### config.mk
export PLATFORM = sky130hd
export DESIGN_NAME = seq_mul
export DESIGN_NICKNAME = d
export VERILOG_FILES = /design/src/rtl/seq_mul_pkg.sv /design/src/rtl/seq_mul_ctrl.sv /design/src/rtl/seq_mul.sv
export SDC_FILE = /design/constraint.sdc
export NUM_CORES = 1
export LEC_CHECK = 0
export ABC_CLOCK_PERIOD_IN_PS = 5600
export CORE_MARGIN = 2
export CORE_UTILIZATION = 46
export CTS_CLUSTER_DIAMETER = 150
export CTS_CLUSTER_SIZE = 8
export DETAILED_ROUTE_END_ITERATION = 10
export PLACE_DENSITY_LB_ADDON = 0.08
export RECOVER_POWER = 100
export SLEW_MARGIN = 20
export SYNTH_ARGS = -nofsm -noshare
export SYNTH_HDL_FRONTEND = slang
export SYNTH_SLANG_ARGS = --single-unit
### constraint.sdc
create_clock -name clk -period 5.6 [get_ports clk]
set_clock_uncertainty 0.2 [all_clocks]
set_input_delay 0.84 -clock clk [delete_from_list [all_inputs] [get_ports clk]]
set_output_delay 0.84 -clock clk [all_outputs]
set_load 0.02 [all_outputs]
### src/rtl/seq_mul_pkg.sv
// Shared types and constants for the sequential shift-and-add multiplier.
package seq_mul_pkg;

    // Default operand width
    localparam int unsigned DEFAULT_WIDTH = 8;

    // Controller states
    typedef enum logic [1:0] {
        IDLE = 2'd0,
        CALC = 2'd1,
        DONE = 2'd2
    } state_t;

    // Ceiling log2, never less than 1 so the bit counter is always at least one bit wide
    function automatic int unsigned clog2(input int unsigned value);
        int unsigned result;
        result = 0;
        for (int unsigned i = 0; i < 32; i++) begin
            if ((64'd1 << i) < 64'(value)) begin
                result = i + 1;
            end
        end
        if (result < 1) begin
            result = 1;
        end
        return result;
    endfunction

endpackage

### src/rtl/seq_mul_ctrl.sv
// Three-state controller for seq_mul: sequences load, per-bit step and finish strobes.
module seq_mul_ctrl
    import seq_mul_pkg::*;
(
    input  logic clk,
    input  logic rst_n,
    input  logic start,
    input  logic mb_last,   // multiplier magnitude becomes zero after this shift
    input  logic cnt_last,  // bit counter is at its final position
    output logic load,
    output logic step,
    output logic finish,
    output logic busy,
    output logic done
);

    state_t state_q;
    logic   calc_exit;

    assign calc_exit = mb_last | cnt_last;

    // Datapath strobes decoded from the current state
    always_comb begin
        load   = 1'b0;
        step   = 1'b0;
        finish = 1'b0;
        unique case (state_q)
            IDLE: load = start;
            CALC: begin
                step   = 1'b1;
                finish = calc_exit;
            end
            default: ;
        endcase
    end

    // State register with registered busy/done so outputs never see input paths
    always_ff @(posedge clk or negedge rst_n) begin
        if (!rst_n) begin
            state_q <= IDLE;
            busy    <= 1'b0;
            done    <= 1'b0;
        end else begin
            unique case (state_q)
                IDLE: begin
                    done <= 1'b0;
                    if (start) begin
                        state_q <= CALC;
                        busy    <= 1'b1;
                    end
                end
                CALC: begin
                    if (calc_exit) begin
                        state_q <= DONE;
                        done    <= 1'b1;
                    end
                end
                DONE: begin
                    state_q <= IDLE;
                    busy    <= 1'b0;
                    done    <= 1'b0;
                end
                default: begin
                    state_q <= IDLE;
                    busy    <= 1'b0;
                    done    <= 1'b0;
                end
            endcase
        end
    end

endmodule

### src/rtl/seq_mul.sv
// Sequential signed/unsigned multiplier: magnitude shift-and-add with early termination
// once the remaining multiplier bits are all zero, sign applied on the final edge.
module seq_mul
    import seq_mul_pkg::*;
#(
    parameter int unsigned WIDTH = DEFAULT_WIDTH
) (
    input  logic                 clk,
    input  logic                 rst_n,
    input  logic                 start,
    input  logic                 sgn,
    input  logic [WIDTH-1:0]     a,
    input  logic [WIDTH-1:0]     b,
    output logic                 busy,
    output logic                 done,
    output logic [2*WIDTH-1:0]   product
);

    localparam int unsigned CNT_W = clog2(WIDTH);
    localparam int unsigned PW    = 2 * WIDTH;

    localparam logic [WIDTH-1:0] ONE_W   = WIDTH'(1);
    localparam logic [PW-1:0]    ONE_P   = PW'(1);
    localparam logic [CNT_W-1:0] ONE_C   = CNT_W'(1);
    localparam logic [CNT_W-1:0] CNT_MAX = CNT_W'(WIDTH - 1);

    logic [WIDTH-1:0] ma_q;
    logic [WIDTH-1:0] mb_q;
    logic [PW-1:0]    acc_q;
    logic [CNT_W-1:0] cnt_q;
    logic             neg_q;

    logic [WIDTH-1:0] a_mag;
    logic [WIDTH-1:0] b_mag;
    logic [PW-1:0]    addend;
    logic [PW-1:0]    acc_sum;
    logic             mb_last;
    logic             cnt_last;
    logic             load;
    logic             step;
    logic             finish;

    seq_mul_ctrl u_ctrl (
        .clk      (clk),
        .rst_n    (rst_n),
        .start    (start),
        .mb_last  (mb_last),
        .cnt_last (cnt_last),
        .load     (load),
        .step     (step),
        .finish   (finish),
        .busy     (busy),
        .done     (done)
    );

    // Operand magnitudes, partial-product addend and termination status
    always_comb begin
        // Unsigned WIDTH-bit magnitude, so the most negative value maps to 2^(WIDTH-1)
        a_mag    = (sgn && a[WIDTH-1]) ? (~a + ONE_W) : a;
        b_mag    = (sgn && b[WIDTH-1]) ? (~b + ONE_W) : b;
        addend   = {{WIDTH{1'b0}}, ma_q} << cnt_q;
        acc_sum  = mb_q[0] ? (acc_q + addend) : acc_q;
        mb_last  = ((mb_q >> 1) == '0);
        cnt_last = (cnt_q == CNT_MAX);
    end

    // Multiplier datapath registers: load on accept, shift/accumulate each CALC edge
    always_ff @(posedge clk or negedge rst_n) begin
        if (!rst_n) begin
            ma_q  <= '0;
            mb_q  <= '0;
            acc_q <= '0;
            cnt_q <= '0;
            neg_q <= 1'b0;
        end else if (load) begin
            ma_q  <= a_mag;
            mb_q  <= b_mag;
            acc_q <= '0;
            cnt_q <= '0;
            neg_q <= sgn & (a[WIDTH-1] ^ b[WIDTH-1]);
        end else if (step) begin
            acc_q <= acc_sum;
            mb_q  <= mb_q >> 1;
            cnt_q <= cnt_q + ONE_C;
        end
    end

    // Result register: captures the signed result on the final CALC edge and holds it
    always_ff @(posedge clk or negedge rst_n) begin
        if (!rst_n) begin
            product <= '0;
        end else if (finish) begin
            product <= neg_q ? (~acc_sum + ONE_P) : acc_sum;
        end
    end

endmodule

==> results.tsv <==
stage	metric	value	unit
run_status	result of the run	finished, violations left	
run_status	failing checks	max-capacitance violations, max-slew violations	
run	# Max-Cap Violations	1	
layout	final non-filler cell area	0.00462	mm2
synth	synth top area cells	sky130_fd_sc_hd__dfrtp_1 (34%), sky130_fd_sc_hd__ha_1 (6.1%), sky130_fd_sc_hd__nand2_1 (6.0%), sky130_fd_sc_hd__o21ai_0 (5.1%), sky130_fd_sc_hd__xnor2_1 (3.2%)	
synth	Post-Synthesis Cell Area	0.00413	mm2
sta	unrepaired setup endpoints after global routing	false	
layout	synth-to-layout area growth	11.8	%
grt	global-route wire length before repair	17.8	mm
layout	multi-input combinational cell area	0.00252	mm2
cts	clock tree from TritonCTS	yes	
critical_path	Crit Reg-Reg Endpoint	product[13]$_DFFE_PN0P_	
routing	Remaining DRCs	0	
sta	post-layout minimum cycle time	4.59	ns
floorplanning	floorplan die height	98.8	um
placement	RePlAce Congestion	0.845	
routing	DR WL met2	5.00	mm
routing	ratio of routed vias to standard cells	5.91	
sta	Hold Worst Slack	0.286	ns
critical_path	slowest stage cell, crit path	sky130_fd_sc_hd__nor3b_1	
sta	ratio of final minimum period to clock period	81.9	%
synth	part of the Yosys area used for sequential elements	33.9	%
floorplanning	top-level port count	38	
cts	cts repair resizes	0	
critical_path	reg2reg start	cnt_q[0]$_DFFE_PN0P_	
power_and_ir_drop	power density over cell area	658	mW/mm2
synth	Synth async-reset ratio	100	%
cts	CTS H-tree depth	2	
cts	clk_lat worst skew	0.32	ns
synth	Yosys top cell area share	33.9	%
layout	number of inserted diodes	0	
worst_hold_path	HP Class	register to register	
grt	total routing usage reported by global routing	22.4	%
cts	Max Root-Sink Buffers	2	
synth	Top FF cell, synth	sky130_fd_sc_hd__dfrtp_1	
power_and_ir_drop	Lkg Pwr	2.06	nW
cts	cell at the root of the clock tree	sky130_fd_sc_hd__clkbuf_8	
cts	clock net sink count	56	
sta	setup violators final	0	
routing	drt wl/cell	16.9	um
critical_path	data arrival time of the worst path	4.57	ns
critical_path	reg-to-reg setup timing slack	1.01	ns
critical_path	WP data required	5.58	ns
routing	number of DRC violations after detailed-routing iteration 0	163	
critical_path	number of cell instances on the worst register-to-register path	12	
layout	Storage cell area	0.00140	mm2
synth	synthesized netlist cell count	490	
layout	Post-layout nets	554	
critical_path	Buf/Inv on CP	0	
worst_hold_path	hold_sp	product[10]$_DFFE_PN0P_	
cts	count of buffers added by post-CTS timing repair for setup	0	
layout	share of final-layout standard cells stronger than drive strength 1	4.47	%
sta	peak clock frequency supported by timing	218	MHz
worst_hold_path	worst-case hold path end point	product[10]$_DFFE_PN0P_	
floorplanning	Initial Utilization	47.4	%
cts	quantity of hold-fixing buffers added after cts	0	
routing	via count	3676	
synth	Post-Synthesis Net Count	531	
synth	library cells used by synthesis	65	
routing	met3 wire length	390	um
critical_path	ordered cell list for the critical path	mux2_1 > o21ai_0 > nor2_1 > ha_1 > a21o_1 > nand4b_1 > nor3b_1 > nand3_2 > or4_1 > o41ai_1 > xnor2_1 > o21ai_1	
critical_path	top fanout value on the critical path	12	
routing	detailed-router iteration count before antenna repair	4	
critical_path	Critical Path End Type	register	
critical_path	Setup Crit Path Kind	register to register	
routing	total wirelength of the detailed-routed design	10.5	mm
placement	Placed Area	0.00456	mm2
critical_path	Crit path largest cell delay	0.78	ns
layout	number of filler cells placed in the layout	837	
power_and_ir_drop	largest voltage drop on the vdd net	0.222	mV
critical_path	cell type group with the largest total delay on the critical path	simple AND/OR/NAND/NOR gates	
grt	vias in the first global route	3619	
cts	number of clock buffers inserted by TritonCTS	5	
sta	Final TNS setup	0	ns
floorplanning	die area	0.00976	mm2
placement	Port Buffer Count	37	
synth	number of flops mapped to enable cells by yosys	0	
synth	cell type with the highest aggregate area in the netlist	sky130_fd_sc_hd__dfrtp_1	
sta	Worst-Margin Slew	3.09	ns
synth	Synth Register Bits	56	
synth	total number of yosys warnings	0	
sta	max-slew violations	57	
synth	list of most frequent post-synthesis cells	sky130_fd_sc_hd__nand2_1 (66), sky130_fd_sc_hd__dfrtp_1 (56), sky130_fd_sc_hd__o21ai_0 (42)	
floorplanning	area of the placeable core	0.00872	mm2
grt	Remaining Overflow, GRT	0	
worst_hold_path	Hold Path Depth	2	
grt	maximum number of pins on one net before global-route repair	57	
floorplanning	number of cell rows	34	
placement	half-perimeter wire length of the detailed placement result	7.90	mm
critical_path	type of origin of the critical path	register	
grt	initial antenna violation count	0	
floorplanning	Die W	98.8	um
synth	most frequent cell after synthesis	sky130_fd_sc_hd__nand2_1	
sta	number of hold violations in the final report	0	
routing	Antenna Violating Nets Remaining	0	
sta	worst rel slew slack	-106	%
synth	Avg Cell Area, Syn	8.43	um2
cts	clock-pin transition on the worst setup and hold timing paths	0.11	ns
routing	wire length on met1	4.84	mm
routing	topmost layer with routed signal wires	met4	
cell usage in the layout (no fill, tap or decap), types with 15 or more instances in the layout:
master / n
sky130_fd_sc_hd__xnor2_1: 15
sky130_fd_sc_hd__clkdlybuf4s50_1: 16
sky130_fd_sc_hd__o21ai_0: 50
sky130_fd_sc_hd__ha_1: 20
sky130_fd_sc_hd__dlygate4sd3_1: 20
sky130_fd_sc_hd__inv_1: 18
sky130_fd_sc_hd__nand2_1: 66
sky130_fd_sc_hd__a21oi_1: 21
sky130_fd_sc_hd__nor2_1: 32
sky130_fd_sc_hd__dfrtp_1: 56
power by group:
| part | internal, W | switching [W] | leakage (nW) |
|---|---|---|---|
| Sequential | 0.000581 | 0.000174 | 0.706 |
| Clock | 0.000136 | 0.000150 | 0.0600 |
| Combinational | 0.000779 | 0.00122 | 1.29 |
registers in the layout, indices dropped and copies added, names as in the netlist:
name and cells:
acc_q 16, cnt_q 3, ma_q 8, mb_q 8, neg_q 1, product 16, u_ctrl.busy 1, u_ctrl.done 1
u_ctrl.state_q 2
tightest hold or removal path, delay by kind of cell (launching register included):
family / cells / cell delay, ns
flip-flops: 1 / 0.35
AO/OA/AOI/OAI: 1 / 0.06
AND/OR/NAND/NOR: 1 / 0.04
layout make-up:
type / instances / area share (%)
Clock inverter: 3 / 1.00
Sequential cell: 56 / 30.3
Inverter: 19 / 1.54
Clock buffer: 5 / 1.49
Multi-Input combinational cell: 392 / 54.6
Tap cell: 108 / 2.92
Timing Repair Buffer: 39 / 8.15
per-layer routing:
layer | up-vias | global-route usage [%]
met5 | - | 0
met4 | 0 | 7.80
met3 | 22 | 2.98
met2 | 80 | 37.2
met1 | 1737 | 30.2
li1 | 1837 | -
per-stage QoR:
step	std cells	util, %	setup WS [ns]	power (W)
finish	622	53.0	1.01	0.00304
global route	622	53.0	0.695	0.00332
CTS	622	53.6	1.40	0.00314
detailed placement	614	52.3	1.43	0.00285
global placement	614	52.3	1.53	0.00281
floorplan	490	-	1.77	0.00228
logic make-up after synthesis:
family / Yosys count / synth area share, %
flops: 56 / 33.9
xor+xnor: 23 / 4.87
buf+inv: 42 / 3.88
mux: 19 / 4.81
compound gates: 158 / 25.7
fa+ha+maj: 21 / 6.54
simple gates: 171 / 20.3
how the worst max path moves through the flow:
| stage | startpoint | to | cells after the start |
|---|---|---|---|
| finish | cnt_q[0]$_DFFE_PN0P_ | product[13]$_DFFE_PN0P_ | 12 |
| global route | cnt_q[0]$_DFFE_PN0P_ | product[13]$_DFFE_PN0P_ | 12 |
| CTS | cnt_q[0]$_DFFE_PN0P_ | product[15]$_DFFE_PN0P_ | 12 |
| detailed placement | cnt_q[0]$_DFFE_PN0P_ | product[15]$_DFFE_PN0P_ | 12 |
| global placement | cnt_q[0]$_DFFE_PN0P_ | product[15]$_DFFE_PN0P_ | 12 |
| floorplan | cnt_q[0]$_DFFE_PN0P_ | product[15]$_DFFE_PN0P_ | 13 |
Note: power is estimated with default switching activity, not from simulation.
